**src/rtl/sum_window_pkg.sv**
```systemverilog
// rtl/sum_window_pkg.sv - shared defaults and width helpers for the sum window accumulator
package sum_window_pkg;

   localparam int DEF_DATA_WIDTH = 8;
   localparam int DEF_WINDOW     = 4;
   localparam int DEF_SEQ_WIDTH  = 8;

   // Wide enough that WINDOW full-scale samples can never overflow the total.
   function automatic int acc_width(input int data_width, input int window);
      return data_width + $clog2(window);
   endfunction

endpackage

```
**src/rtl/sum_window_out_reg.sv**
```systemverilog
// rtl/sum_window_out_reg.sv - valid/ready holding register for a finished window total
module sum_window_out_reg #(
   parameter int WIDTH = 8
) (
   input  logic             clk,
   input  logic             rst_n,
   input  logic             load,
   input  logic [WIDTH-1:0] d,
   output logic [WIDTH-1:0] q,
   output logic             vld,
   input  logic             rd,
   output logic             free
);

   assign free = ~vld | rd;

   // A load in the same cycle as a drain keeps vld high, so no bubble.
   always_ff @(posedge clk or negedge rst_n) begin
      if (!rst_n) begin
         q   <= '0;
         vld <= 1'b0;
      end else if (load) begin
         q   <= d;
         vld <= 1'b1;
      end else if (rd) begin
         vld <= 1'b0;
      end
   end

endmodule

```
**src/rtl/sum_window_accumulator.sv**
```systemverilog
// rtl/sum_window_accumulator.sv - sums WINDOW accepted samples and hands out sequenced totals
module sum_window_accumulator
   import sum_window_pkg::*;
#(
   parameter int DATA_WIDTH = DEF_DATA_WIDTH,
   parameter int WINDOW     = DEF_WINDOW,
   parameter int ACC_WIDTH  = acc_width(DATA_WIDTH, WINDOW),
   parameter int SEQ_WIDTH  = DEF_SEQ_WIDTH
) (
   input  logic                  clk,
   input  logic                  rst_n,
   input  logic                  clr,
   input  logic [DATA_WIDTH-1:0] din,
   input  logic                  din_vld,
   output logic                  din_rd,
   output logic [ACC_WIDTH-1:0]  dout,
   output logic [SEQ_WIDTH-1:0]  dout_seq,
   output logic                  dout_vld,
   input  logic                  dout_rd
);

   localparam int CNT_WIDTH = $clog2(WINDOW);
   localparam logic [CNT_WIDTH-1:0] CNT_LAST = CNT_WIDTH'(WINDOW - 1);

   logic [ACC_WIDTH-1:0]           acc;
   logic [ACC_WIDTH-1:0]           sum;
   logic [CNT_WIDTH-1:0]           cnt;
   logic [SEQ_WIDTH-1:0]           seq;
   logic                           free;
   logic                           accept;
   logic                           load;
   logic [SEQ_WIDTH+ACC_WIDTH-1:0] out_q;

   // Samples are only taken when a completed total could be handed off.
   assign din_rd = free & ~clr;
   assign accept = din_vld & din_rd;
   assign load   = accept & (cnt == CNT_LAST);
   assign sum    = acc + ACC_WIDTH'(din);

   always_ff @(posedge clk or negedge rst_n) begin
      if (!rst_n) begin
         acc <= '0;
         cnt <= '0;
         seq <= '0;
      end else if (clr) begin
         acc <= '0;
         cnt <= '0;
      end else if (load) begin
         acc <= '0;
         cnt <= '0;
         seq <= seq + 1'b1;
      end else if (accept) begin
         acc <= sum;
         cnt <= cnt + 1'b1;
      end
   end

   sum_window_out_reg #(
      .WIDTH(SEQ_WIDTH + ACC_WIDTH)
   ) u_out_reg (
      .clk  (clk),
      .rst_n(rst_n),
      .load (load),
      .d    ({seq, sum}),
      .q    (out_q),
      .vld  (dout_vld),
      .rd   (dout_rd),
      .free (free)
   );

   assign dout_seq = out_q[SEQ_WIDTH+ACC_WIDTH-1:ACC_WIDTH];
   assign dout     = out_q[ACC_WIDTH-1:0];

endmodule
```
**config.mk**
```make
export PLATFORM = sky130hd
export DESIGN_NAME = sum_window_accumulator
export DESIGN_NICKNAME = d
export VERILOG_FILES = /design/src/rtl/sum_window_pkg.sv /design/src/rtl/sum_window_out_reg.sv /design/src/rtl/sum_window_accumulator.sv
export SDC_FILE = /design/constraint.sdc
export NUM_CORES = 1
export LEC_CHECK = 0
export ABC_AREA = 1
export BUFFER_PORTS_ARGS = -buffer_cell sky130_fd_sc_hd__buf_2
export CORE_MARGIN = 3
export CORE_UTILIZATION = 25
export DETAILED_ROUTE_END_ITERATION = 8
export PLACE_DENSITY = 0.54
export SKIP_LAST_GASP = 1
export SLEW_MARGIN = 5
export SYNTH_ARGS = -nofsm -noshare
export SYNTH_HDL_FRONTEND = slang
export SYNTH_SLANG_ARGS = --single-unit
```
**constraint.sdc**
```tcl
create_clock -name clk -period 3.6 [get_ports clk]
set_input_delay 0.72 -clock clk [delete_from_list [all_inputs] [get_ports clk]]
set_output_delay 0.72 -clock clk [all_outputs]
set_load 0.03 [all_outputs]
```
=== After elaboration in Yosys (flattened, before gate mapping) ===
Index checks and enable logic that the tools add are counted.

* Output and inout port bits: 20
* RAM bits: 0
* Bits of input ports: 13
* Logic and storage cells: 26
* ROM bits: 0
* Memories kept: 0
* Bits in latches: 0
* Flip-flop bits (word level): 39

* Divide/modulo/power cells: 0
* Reductions and logical operators: 3
* Mux-type cells: 8
* Shifts and indexed selects: 0
* Bitwise gates (word level): 6
* Multiply operators: 0
* Equal/unequal tests: 1
* $add $sub $neg: 3
* Order comparisons: 0

{| class="wikitable"
|+ Operators with widths
! kind !! number
|-
| $mux 10 || 3
|-
| $add 10x8->10 || 1
|-
| $add 8x1->8 const B || 1
|-
| $mux 2 || 3
|-
| $and 1x1->1 || 3
|-
| $reduce_bool 3->1 || 1
|-
| $add 2x1->2 const B || 1
|-
| $eq 2x2->1 const B || 1
|-
| $mux 1 || 2
|-
| $not 1->1 || 2
|-
| $reduce_and 2->1 || 1
|-
| $reduce_bool 2->1 || 1
|-
| $or 1x1->1 || 1
|}

=== Longest topological paths before layout ===
* Word-level depth: 7
* Gate-level depth with buffers: 10
* Mapped depth without buffers: 10

=== By module ===
Synthesis repeated with hierarchy kept, for this count alone.

* Cells, all modules: 247
* Area, all modules: 2108.3 µm²

{| class="wikitable"
|+ Modules (own cells, without submodules)
! module !! area each (µm²) !! cells an instance !! times used !! sequential area each (µm²)
|-
| sum_window_accumulator || 1360.1 || 167 || 1 || 500.5
|-
| sum_window_out_reg || 748.2 || 80 || 1 || 475.5
|}

=== Worst setup path before layout ===
No wires, ideal clock.

* Path type: input to register
* Start: in din[0]
* End: reg acc[8]
* Data required time: 3.482 ns
* Buffers on the path: 0
* Library setup time: 0.118 ns
* Path slack: 1.645 ns
* Stages: 9
* Arrival: 1.837 ns
* Cells stage by stage: ha_1 inv_1 fa_1 o21ai_2 nand2_1 nand2_1 nand2_1 nand3_1 nand2_1

* Cells in the longest elaborated chain, start to end: 4

{| class="wikitable"
|+ RTL lines
! what !! line !! source
|-
| start: declaration || sum_window_accumulator.sv:13 || <nowiki>input logic [DATA_WIDTH-1:0] din,</nowiki>
|-
| $add 10x8->10 || sum_window_accumulator.sv:38 || <nowiki>assign sum = acc + ACC_WIDTH'(din);</nowiki>
|-
| $mux 10 || sum_window_accumulator.sv:52 || <nowiki>end else if (accept) begin</nowiki>
|-
| $mux 10 || sum_window_accumulator.sv:48 || <nowiki>end else if (load) begin</nowiki>
|-
| $mux 10 || sum_window_accumulator.sv:45 || <nowiki>end else if (clr) begin</nowiki>
|-
| end signal: assignment || sum_window_accumulator.sv:53 || <nowiki>acc <= sum;</nowiki>
|-
| end: declaration || sum_window_accumulator.sv:25 || <nowiki>logic [ACC_WIDTH-1:0] acc;</nowiki>
|}

No other way between the ends. The select of a mux whose other input is x is not followed.
A chain may end at the register's enable or synchronous reset.

=== Worst setup path after layout ===
* Start: in dout_rd
* End: out din_rd

* Cells in the longest elaborated chain, start to end: 2

{| class="wikitable"
|+ RTL lines
! what !! line !! source
|-
| start: declaration || sum_window_accumulator.sv:19 || <nowiki>input logic dout_rd</nowiki>
|-
| $or 1x1->1 || sum_window_out_reg.sv:15 || <nowiki>assign free = ~vld | rd;</nowiki>
|-
| $and 1x1->1 || sum_window_accumulator.sv:35 || <nowiki>assign din_rd = free & ~clr;</nowiki>
|-
| end: declaration || sum_window_accumulator.sv:15 || <nowiki>output logic din_rd,</nowiki>
|}

No other way between the ends.

==> impl_metrics.csv <==
group,metric,value,unit
timing,clock_skew,0.00210,ns
clocking,cts.clk_slew.worst_paths,0.07,ns
pwr,power_density,557,nW/um^2
final_layout,final_cell_area,2420,sq um
pwr,p_total,1.35,mW
min_path,hp-class,"reg2reg",
timing,rsz0062_at_grt,"no",
drt,vias,1626,
synth,synth_edf_count,0,
synth,synthTopCellsByArea,"dfrtp_1 (46%), nand2_1 (17%), ha_1 (6.0%), inv_1 (3.2%), xor2_1 (2.9%)",
timing,min_period,1.91,ns
pwr,p_leak,1.31,nW
die,ioPinCount,33,
final_layout,area_growth,14.9,%
placed_design,place_ws,1.39,ns
drt,highest_layer,"met4",
die,core_area,7930,sq um
setup_path,cp.required,2.88,ns
global_route,grt_pass1_vias,1665,
clocking,numCtsBuffers,5,
final_layout,drive_above_1_share,20.4,%
drt,routed_wl,4600,um
global_route,grt_overflow,0,
setup_path,crit_path_max_incr_delay,0.17,ns
global_route,track_usage,10.2,%
drt,wl_met3,179,um
drt,ant_nets,0,
timing,fin_ws,1.69,ns
die,die_w,97.7,um
synth,yosys.area.top_type,"dfrtp_1",
synth,synth.top_cell.area_share,46.4,%
synth,yosys.cell_count.top_type,"nand2_1",
placed_design,place_area,2330,sq um
global_route,antenna_found_initial,0,
synth,yosysSeqAreaShare,46.4,%
clocking,clk-insertion-delay-late,0.29,ns
synth,synth-seq-cells,39,
final_layout,antenna_cells,0,
clocking,cts_sinks,39,
timing,finalCritPeriodShare,53.2,%
synth,synth_ff_type,"dfrtp_1",
run,drv_cap,0,
setup_path,crit_slowest_cell,"buf_2",
die,die_area,9540,sq um
synth,ys_types,32,
global_route,grt_max_degree,40,
clocking,post_cts_buffers,0,
drt,wl_met2,2120,um
drt,wl_per_cell,12.2,um
setup_path,critPathMaxFanout,2,
drt,drt-met1-wl,2250,um
setup_path,critPathBufInv,2,
setup_path,critPathLaunchType,"primary input",
die,fp.dieH,97.7,um
setup_path,end_kind,"output pin",
clocking,hold_buffers,0,
setup_path,crit_path_frequent_cell,"buf_2",
synth,async_flop_share,100,%
clocking,clockRootBuffer,"clkbuf_8",
timing,drv_slew,0,
placed_design,dp_hpwl,3310,um
drt,drtIter0Drc,70,
synth,synth.net_count,264,
placed_design,gp_congestion,0.852,
setup_path,cp.arrival,1.19,ns
timing,max_freq,0.522,GHz
setup_path,path_cells,"buf_2 > nor2_2 > nor2_4 > buf_2",
timing,setup_viol,0,
timing,relSlewSlack,40.6,%
timing,final.setup.tns,0,ns
outcome,status,"completed",
die,core.rowCount,32,
drt,routed_via_density,4.32,
clocking,htree_levels,2,
clocking,cts_buffer_depth,2,
clocking,ctsResizeCount,0,
drt,drc,0,
die,initial_utilization,26.5,%
placed_design,port_buffers,32,
final_layout,nets,298,
synth,yosys_warnings,0,
setup_path,crit_type,"in2out",
timing,worst_pin_slew,0.892,ns
drt,first_pass_iters,4,
timing,hold_viol_final,0,
pwr,vdd_drop_max,0.000129,V
setup_path,worst_path_dominant_cell_family,"buffers and inverters",
synth,avgSynthCellArea,8.76,sq um
synth,synth_common_cells,"nand2_1 (96), dfrtp_1 (39), inv_1 (18)",
synth,netlist_area,2100,sq um
synth,syn_inst,240,
global_route,grt_pass1_wl,7900,um
clocking,cts_tree,"built",
flip-flops by register name, summed over array words and instances (netlist names):
register       count
cnt                2
u_out_reg.vld      1
seq                8
u_out_reg.q       18
acc               10
per-stage QoR:
stage | hold slack, ns | instances | util [%]
final | 0.477 | 376 | 30.5
after global routing | 0.499 | 376 | 30.5
after CTS | 0.484 | 376 | 30.5
after detailed placement | 0.464 | 369 | 29.4
after global placement | 0.460 | 369 | 29.4
after floorplan | 0.424 | 240 | -
layout by cell type, fill, tap and decap left out:
cell type and n:
nand2_1 96, dfrtp_1 39, buf_2 32, inv_1 18, nand3_1 11, ha_1 10, xor2_1 7, nor2_1 7
o21ai_1 7, clkbuf_8 6, nand3_2 5, a21oi_1 4, o21ai_2 4, nand3b_1 3, xnor2_1 3, a22o_1 3
nand4_1 3, nor2_2 2, o21ai_0 2, inv_2 1, nor2_4 1, nand2_4 1, o32ai_1 1, o21a_1 1
inv_4 1, nand2_8 1, inv_8 1, nor3_1 1, a21boi_0 1, fa_1 1, clkinv_2 1
metal layers:
layer / track usage [%] / vias to the layer above
met5: 0 / -
met4: 2.88 / 0
met3: 2.73 / 6
met2: 16.8 / 30
met1: 13.1 / 757
li1: - / 833
worst register-to-register path, stage by stage, from the launching register on:
cell and delay (ns):
dfrtp_1 0.35, ha_1 0.19, inv_1 0.07, fa_1 0.43, o21ai_2 0.22, nand2_1 0.10
nand2_1 0.07, nand2_1 0.08, nand3_1 0.08, nand2_1 0.05
final timing paths:
check | slack (ns) | startpoint | depth (start not counted) | to
worst min-delay path | 0.48 | u_out_reg.q[9]$_DFFE_PN0P_ | 2 | u_out_reg.q[9]$_DFFE_PN0P_
max in group asynchronous | 2.49 | rst_n | 1 | u_out_reg.q[9]$_DFFE_PN0P_
worst max-delay path | 1.69 | dout_rd | 4 | din_rd
worst max register to register | 1.86 | acc[0]$_DFFE_PN0P_ | 9 | acc[6]$_DFFE_PN0P_
worst min register to register | 0.48 | u_out_reg.q[9]$_DFFE_PN0P_ | 2 | u_out_reg.q[9]$_DFFE_PN0P_
min in group asynchronous | 0.56 | rst_n | 1 | u_out_reg.q[16]$_DFFE_PN0P_
power by group:
group          internal (mW)  switching [mW]
combinational          0.152           0.306
sequential             0.533          0.0567
clock                  0.150           0.148
cells by family (layout without fill, tap and decap cells):
group	Yosys count	count (layout)	synth area share (%)
buffers and inverters	26	60	7.14
and+or+nand+nor	131	131	28.2
AOI/OAI and AO/OA	23	23	7.14
DFF	39	39	46.4
adders and majority gates	11	11	6.90
xor gates and xnor gates	10	10	4.17
area by class of cell:
class / instances / area [sq um]
fill: 861 / 5510
sequential: 39 / 976
multi-input combinational: 175 / 976
timing repair buffer: 32 / 160
tap: 102 / 128
inverter: 21 / 88.8
clock buffer: 6 / 82.6
clock inverter: 1 / 5.00
No activity file was read; power rests on OpenSTA's default activity.
